==> src/rtl/rob_retire.sv <==
// rob_retire: in-order reorder buffer with a three-wide commit stage that
// drives an architectural register file sharing one write enable across
// its three retire ports. Slots that have nothing to write repeat the
// youngest real write, so the ARF can apply all three slots unconditionally.
// Optional build macro: ROB_X0_FILTER_EN (rd_addr 0 retires as a non-writer).
module rob_retire #(
  parameter int AR_SIZE  = 7,
  parameter int ROB_SIZE = 16,
  parameter int ROB_IDX  = 4
) (
  input  logic               clk,
  input  logic               rstn,
  input  logic               flush,
  input  logic               alloc_valid,
  output logic               alloc_ready,
  input  logic               alloc_has_rd,
  input  logic [AR_SIZE-1:0] alloc_rd_addr,
  output logic [ROB_IDX-1:0] alloc_idx,
  input  logic               cmpl0_valid,
  input  logic [ROB_IDX-1:0] cmpl0_idx,
  input  logic [31:0]        cmpl0_data,
  input  logic               cmpl1_valid,
  input  logic [ROB_IDX-1:0] cmpl1_idx,
  input  logic [31:0]        cmpl1_data,
  output logic               retire_en,
  output logic [AR_SIZE-1:0] retire_addr1,
  output logic [AR_SIZE-1:0] retire_addr2,
  output logic [AR_SIZE-1:0] retire_addr3,
  output logic [31:0]        retire_data1,
  output logic [31:0]        retire_data2,
  output logic [31:0]        retire_data3,
  output logic [2:0]         retire_valid,
  output logic [ROB_IDX:0]   rob_count,
  output logic               rob_empty
);

  localparam logic [ROB_IDX:0] LP_FULL = (ROB_IDX+1)'(ROB_SIZE);

  // entry control state (reset) and payload (no reset needed)
  logic [ROB_SIZE-1:0] r_valid;
  logic [ROB_SIZE-1:0] r_done;
  logic [ROB_SIZE-1:0] r_has_rd;
  logic [AR_SIZE-1:0]  r_rd_addr [ROB_SIZE];
  logic [31:0]         r_data    [ROB_SIZE];
  logic [ROB_IDX-1:0]  r_head;
  logic [ROB_IDX-1:0]  r_tail;
  logic [ROB_IDX:0]    r_count;

  // registered retire bundle
  logic                r_ret_en;
  logic [2:0]          r_ret_vld;
  logic [AR_SIZE-1:0]  r_ret_addr [3];
  logic [31:0]         r_ret_data [3];

  logic                w_alloc;
  logic [ROB_IDX-1:0]  w_idx [3];
  logic [2:0]          w_ret;
  logic [2:0]          w_wr;
  logic [ROB_IDX:0]    w_nret;
  logic [AR_SIZE-1:0]  w_y_addr;
  logic [31:0]         w_y_data;
  logic [AR_SIZE-1:0]  w_slot_addr [3];
  logic [31:0]         w_slot_data [3];

  // full/empty come from registered count only; a same-cycle retire does not free space
  assign alloc_ready = (r_count != LP_FULL);
  assign w_alloc     = alloc_valid && alloc_ready;
  assign alloc_idx   = r_tail;
  assign rob_count   = r_count;
  assign rob_empty   = (r_count == '0);

  assign retire_en    = r_ret_en;
  assign retire_valid = r_ret_vld;
  assign retire_addr1 = r_ret_addr[0];
  assign retire_addr2 = r_ret_addr[1];
  assign retire_addr3 = r_ret_addr[2];
  assign retire_data1 = r_ret_data[0];
  assign retire_data2 = r_ret_data[1];
  assign retire_data3 = r_ret_data[2];

  // pick up to three consecutive done head entries and build the slot bundle
  always_comb begin
    logic v_run;
    v_run    = 1'b1;
    w_ret    = '0;
    w_wr     = '0;
    w_nret   = '0;
    w_y_addr = '0;
    w_y_data = '0;
    for (int i = 0; i < 3; i++) begin
      w_idx[i] = r_head + ROB_IDX'(i);
      v_run    = v_run && r_valid[w_idx[i]] && r_done[w_idx[i]];
      w_ret[i] = v_run;
`ifdef ROB_X0_FILTER_EN
      w_wr[i]  = v_run && r_has_rd[w_idx[i]] && (r_rd_addr[w_idx[i]] != '0);
`else
      w_wr[i]  = v_run && r_has_rd[w_idx[i]];
`endif
      // later (younger) writers override, leaving the youngest writer
      if (w_wr[i]) begin
        w_y_addr = r_rd_addr[w_idx[i]];
        w_y_data = r_data[w_idx[i]];
      end
      w_nret = w_nret + (ROB_IDX+1)'(v_run);
    end
    for (int i = 0; i < 3; i++) begin
      w_slot_addr[i] = w_wr[i] ? r_rd_addr[w_idx[i]] : w_y_addr;
      w_slot_data[i] = w_wr[i] ? r_data[w_idx[i]]    : w_y_data;
    end
  end

  // pointers, entry valid/done and retire outputs; flush beats everything else
  always_ff @(posedge clk or negedge rstn) begin
    if (!rstn) begin
      r_head    <= '0;
      r_tail    <= '0;
      r_count   <= '0;
      r_valid   <= '0;
      r_done    <= '0;
      r_ret_en  <= 1'b0;
      r_ret_vld <= '0;
      for (int i = 0; i < 3; i++) begin
        r_ret_addr[i] <= '0;
        r_ret_data[i] <= '0;
      end
    end else if (flush) begin
      r_head    <= '0;
      r_tail    <= '0;
      r_count   <= '0;
      r_valid   <= '0;
      r_done    <= '0;
      r_ret_en  <= 1'b0;
      r_ret_vld <= '0;
      for (int i = 0; i < 3; i++) begin
        r_ret_addr[i] <= '0;
        r_ret_data[i] <= '0;
      end
    end else begin
      if (cmpl1_valid && r_valid[cmpl1_idx]) r_done[cmpl1_idx] <= 1'b1;
      if (cmpl0_valid && r_valid[cmpl0_idx]) r_done[cmpl0_idx] <= 1'b1;
      for (int i = 0; i < 3; i++) begin
        if (w_ret[i]) begin
          r_valid[w_idx[i]] <= 1'b0;
          r_done[w_idx[i]]  <= 1'b0;
        end
      end
      // tail entry is never among the retirees unless full, and full blocks alloc
      if (w_alloc) begin
        r_valid[r_tail] <= 1'b1;
        r_done[r_tail]  <= 1'b0;
        r_tail          <= r_tail + 1'b1;
      end
      r_head    <= r_head + w_nret[ROB_IDX-1:0];
      r_count   <= r_count + (ROB_IDX+1)'(w_alloc) - w_nret;
      r_ret_en  <= |w_wr;
      r_ret_vld <= w_ret;
      for (int i = 0; i < 3; i++) begin
        r_ret_addr[i] <= w_slot_addr[i];
        r_ret_data[i] <= w_slot_data[i];
      end
    end
  end

  // entry payload: destination at dispatch, result at completion (port0 wins)
  always_ff @(posedge clk) begin
    if (w_alloc) begin
      r_has_rd[r_tail]  <= alloc_has_rd;
      r_rd_addr[r_tail] <= alloc_rd_addr;
    end
    if (cmpl1_valid && r_valid[cmpl1_idx]) r_data[cmpl1_idx] <= cmpl1_data;
    if (cmpl0_valid && r_valid[cmpl0_idx]) r_data[cmpl0_idx] <= cmpl0_data;
  end

endmodule

==> config.mk <==
export PLATFORM = sky130hd
export DESIGN_NAME = rob_retire
export DESIGN_NICKNAME = d
export VERILOG_FILES = /design/src/rtl/rob_retire.sv
export SDC_FILE = /design/constraint.sdc
export NUM_CORES = 2
export LEC_CHECK = 0
export ABC_AREA = 1
export CELL_PAD_IN_SITES_DETAIL_PLACEMENT = 0
export CELL_PAD_IN_SITES_GLOBAL_PLACEMENT = 2
export CORE_MARGIN = 2
export CORE_UTILIZATION = 25
export DETAILED_ROUTE_END_ITERATION = 10
export HOLD_SLACK_MARGIN = 0.06
export PLACE_DENSITY_LB_ADDON = 0.25
export SKIP_LAST_GASP = 1
export SLEW_MARGIN = 20
export SYNTH_ARGS = -nofsm -noshare
export SYNTH_HDL_FRONTEND = slang
export SYNTH_SLANG_ARGS = --single-unit
==> constraint.sdc <==
create_clock -name clk -period 5.05 [get_ports clk]
set_clock_uncertainty 0.15 [all_clocks]
set_input_delay 1.01 -clock clk [delete_from_list [all_inputs] [get_ports clk]]
set_output_delay 1.01 -clock clk [all_outputs]
set_load 0.03 [all_outputs]
==> results.sh <==
export IMPL_outcome="completed"
export IMPL_ant_nets=0
export IMPL_grt_overflow=0
export IMPL_synth_yosys_seq_area_share_pct=46.2
export IMPL_worst_path_max_delay_cell="buf_4"
export IMPL_crit_path_end_kind="flop"
export IMPL_switchingPower_uw=4000
export IMPL_finalPower_uw=15700
export IMPL_p_sw_share_pct=25.6
export IMPL_cts_tree="yes"
export IMPL_io_buffer_count=217
export IMPL_yosysMostFrequentCell="nand2_1"
export IMPL_leakage_uw=0.0256
export IMPL_die_y_um=454
export IMPL_htreeDepth=3
export IMPL_dr_first_iter_drc_count=5009
export IMPL_fin_crit_ns=4.64
export IMPL_clkSinkCount=806
export IMPL_clockRootBuffer="clkbuf_16"
export IMPL_combinationalPowerShare_pct=6.7
export IMPL_fin_crit_sh_pct=91.8
export IMPL_fin_util_pct=29.1
export IMPL_core_area_mm2=0.202
export IMPL_antenna_found_initial=18
export IMPL_wirelength_mm=247
export IMPL_fillers=21600
export IMPL_dp_hpwl_mm=150
export IMPL_fin_nets=6944
export IMPL_grt_first_pass_wirelength_mm=347
export IMPL_yosys_top_cells_count="nand2_1, o21ai_0, edfxtp_1"
export IMPL_pwr_density_cell_mw_per_mm2=266
export IMPL_hold_viol=0
export IMPL_start_util_pct=25.1
export IMPL_io_pin_count=218
export IMPL_synth_fp_nets=7073
export IMPL_pre_cts_ws_ns=0.496
export IMPL_setup_tns_ns=0
export IMPL_placementRows=165
export IMPL_clkPwrFrac_pct=46.8
export IMPL_clock_fmax_ghz=0.216
export IMPL_p_int_uw=11700
export IMPL_post_drt_wl_per_cell_um=25.7
export IMPL_vias=48700
export IMPL_rsz0062_at_grt="no"
export IMPL_path_cells="inv_8 > ha_4 > inv_8 > buf_12 > buf_4 > a21oi_1 > o21ai_0 > nand2_1 > nand2_1 > nand4_1 > nand4_1 > nand3_1 > nand3_1 > nand2_1 > inv_1"
export IMPL_grt_pass1_vias=44800
export IMPL_finalMaxSlewViolations=0
export IMPL_clk_pin_slew_ns=0.06
export IMPL_cap_violations=0
export IMPL_r2r_start="r_head[0]$_DFF_PN0_"
export IMPL_route_detailed_drc=0
export IMPL_cts_buffer_depth=3
export IMPL_insertion_delay_ns=0.75
export IMPL_worst_pin_slew_ns=1.14
export IMPL_slew_headroom_pct=24.3
export IMPL_path_common_cell="nand2_1"
export IMPL_worstPathArrival_ns=5.16
export IMPL_syn_area_mm2=0.0506
export IMPL_ys_warn_count=0
export IMPL_avgSynthCellArea_um2=7.27
export IMPL_syn_inst=6962
export IMPL_crit_type="reg -> reg"
export IMPL_ys_top_cells_by_area="edfxtp_1, nand2_1, dfrtp_1, o21ai_0, nand3_1"
export IMPL_grtUsageTotal_pct=23.4
export IMPL_timing_final_ws_setup_ns=0.412
export IMPL_worstPathMaxFanout=152
export IMPL_synth_cell_types=39
export IMPL_place_congestion=0.843
export IMPL_pwr_share_seq_pct=46.5
export IMPL_multi_input_area_mm2=0.0233
export IMPL_via_per_inst=5.08
export IMPL_post_cts_buffers=0
export IMPL_hold_class="in -> async"
export IMPL_grt_start_max_net_pins=212
export IMPL_ir_drop_uv=274
export IMPL_synth_largest_area_cell="edfxtp_1"
export IMPL_area_growth_syn_to_layout_pct=16.0
export IMPL_r2r_slack_ns=0.41
export IMPL_first_pass_iters=6
export IMPL_die_width_um=454
export IMPL_async_flop_share_pct=20.6
export IMPL_regArea_mm2=0.0234
export IMPL_yosysTopAreaCellShare_pct=37.9
export IMPL_start_kind="flop"
export IMPL_ys_flop_type="edfxtp_1"
export IMPL_critPathLaunch="r_head[0]$_DFF_PN0_"
export IMPL_cts_buffers=103
export IMPL_synth_seq_cells=806
export IMPL_layout_drive_gt1_share_pct=5.85
export IMPL_setup_violations=0
export IMPL_holdBufCountCts=0
export IMPL_slowest_delay_ns=0.88
export IMPL_crit_required_ns=5.57
export IMPL_synth_edf_count=640
export IMPL_dieArea_mm2=0.206
export IMPL_cts_resized=0
## final timing paths
path / endpoint / cells past startpoint
worst min-delay path: r_head[3]$_DFF_PN0_ / 1
max in group asynchronous: retire_data2[11]$_DFF_PN0_ / 2
worst min register to register: r_done[0]$_DFF_PN0_ / 2
worst max register to register: retire_data2[10]$_DFF_PN0_ / 15
worst max-delay path: retire_data2[10]$_DFF_PN0_ / 15
min in group clk: r_done[0]$_DFF_PN0_ / 2
## sequential cells by signal, summed over array words and instances (netlist names)
| register | count |
|---|---|
| r_valid | 16 |
| r_data | 512 |
| retire_data1 | 32 |
| retire_data3 | 32 |
| r_done | 16 |
| rob_count | 5 |
| alloc_idx | 4 |
| retire_valid | 3 |
| retire_data2 | 32 |
| r_head | 4 |
| r_has_rd | 16 |
| retire_en | 1 |
| retire_addr1 | 7 |
| retire_addr2 | 7 |
| r_rd_addr | 112 |
| retire_addr3 | 7 |
## through the flow
stage / std cells / hold slack (ns) / instance area, um2
floorplan: 6962 / 0.339 / 50600
global placement: 9400 / 0.423 / 55500
detailed placement: 9400 / 0.418 / 55500
CTS: 9592 / 0.136 / 58800
global route: 9593 / 0.148 / 58800
finish: 9595 / 0.101 / 58800
## kinds of logic after synthesis
| logic type | count (synthesis) | share of synthesized area [%] |
|---|---|---|
| simple gates | 3675 | 30.1 |
| buf+inv | 1028 | 8.48 |
| compound gates | 1420 | 14.5 |
| xor+xnor | 8 | 0.138 |
| fa+ha+maj | 25 | 0.662 |
| flops | 806 | 46.2 |
## layer usage
| layer | vias to the layer above | GRT usage [%] | part of all wire, % |
|---|---|---|---|
| li1 | 23100 | - | - |
| met1 | 23500 | 33.6 | 47 |
| met3 | 301 | 3.66 | 6.8 |
| met2 | 1778 | 36.7 | 44 |
| met4 | 16 | 5.41 | 2.1 |
| met5 | - | 0 | 0.043 |
## area by class of cell
cell class	instances	share of cell area, %
Sequential cell	806	39.8
Multi-Input combinational cell	5128	39.6
Tap cell	2672	5.69
Clock buffer	138	4.87
Antenna cell	3	0.0128
Inverter	402	2.61
Timing Repair Buffer	392	6.74
Clock inverter	54	0.647
## placed cells by master, fill, tap and decap left out, types with 11 or more instances in the layout
cell             instances
o211ai_1                43
buf_4                  138
dfrtp_1                164
nand3_4                 11
ha_1                    21
clkinv_1                12
clkinv_2                23
nand2_1               2623
nand2_2                 18
o21ai_1                287
nand4_1                249
buf_12                  38
o21ai_0                724
clkbuf_16              107
edfxtp_1               640
clkbuf_1                24
nor2_4                  15
a21oi_1                296
nor2_1                 173
nand3_1                568
a31oi_1                 41
clkdlybuf4s50_1        215
inv_1                  389
## worst max-delay path, delay by kind of cell, from the launching register on
family	cells	cell delay (ns)
AO/OA/AOI/OAI	2	0.18
adder cells (fa/ha/maj)	1	0.33
buffers and inverters	5	1.90
AND/OR/NAND/NOR	7	1.20
flip-flops	1	0.59
## power by group through the flow
stage | Sequential [uW] | Combinational, uW | Clock (uW)
finish | 7280 | 1050 | 7330
global route | 7290 | 1170 | 7700
global placement | 7420 | 1050 | 0
detailed placement | 7420 | 1050 | 0
floorplan | 7440 | 589 | 0
CTS | 7280 | 1050 | 7480
No activity file was read; power rests on OpenSTA's default activity.
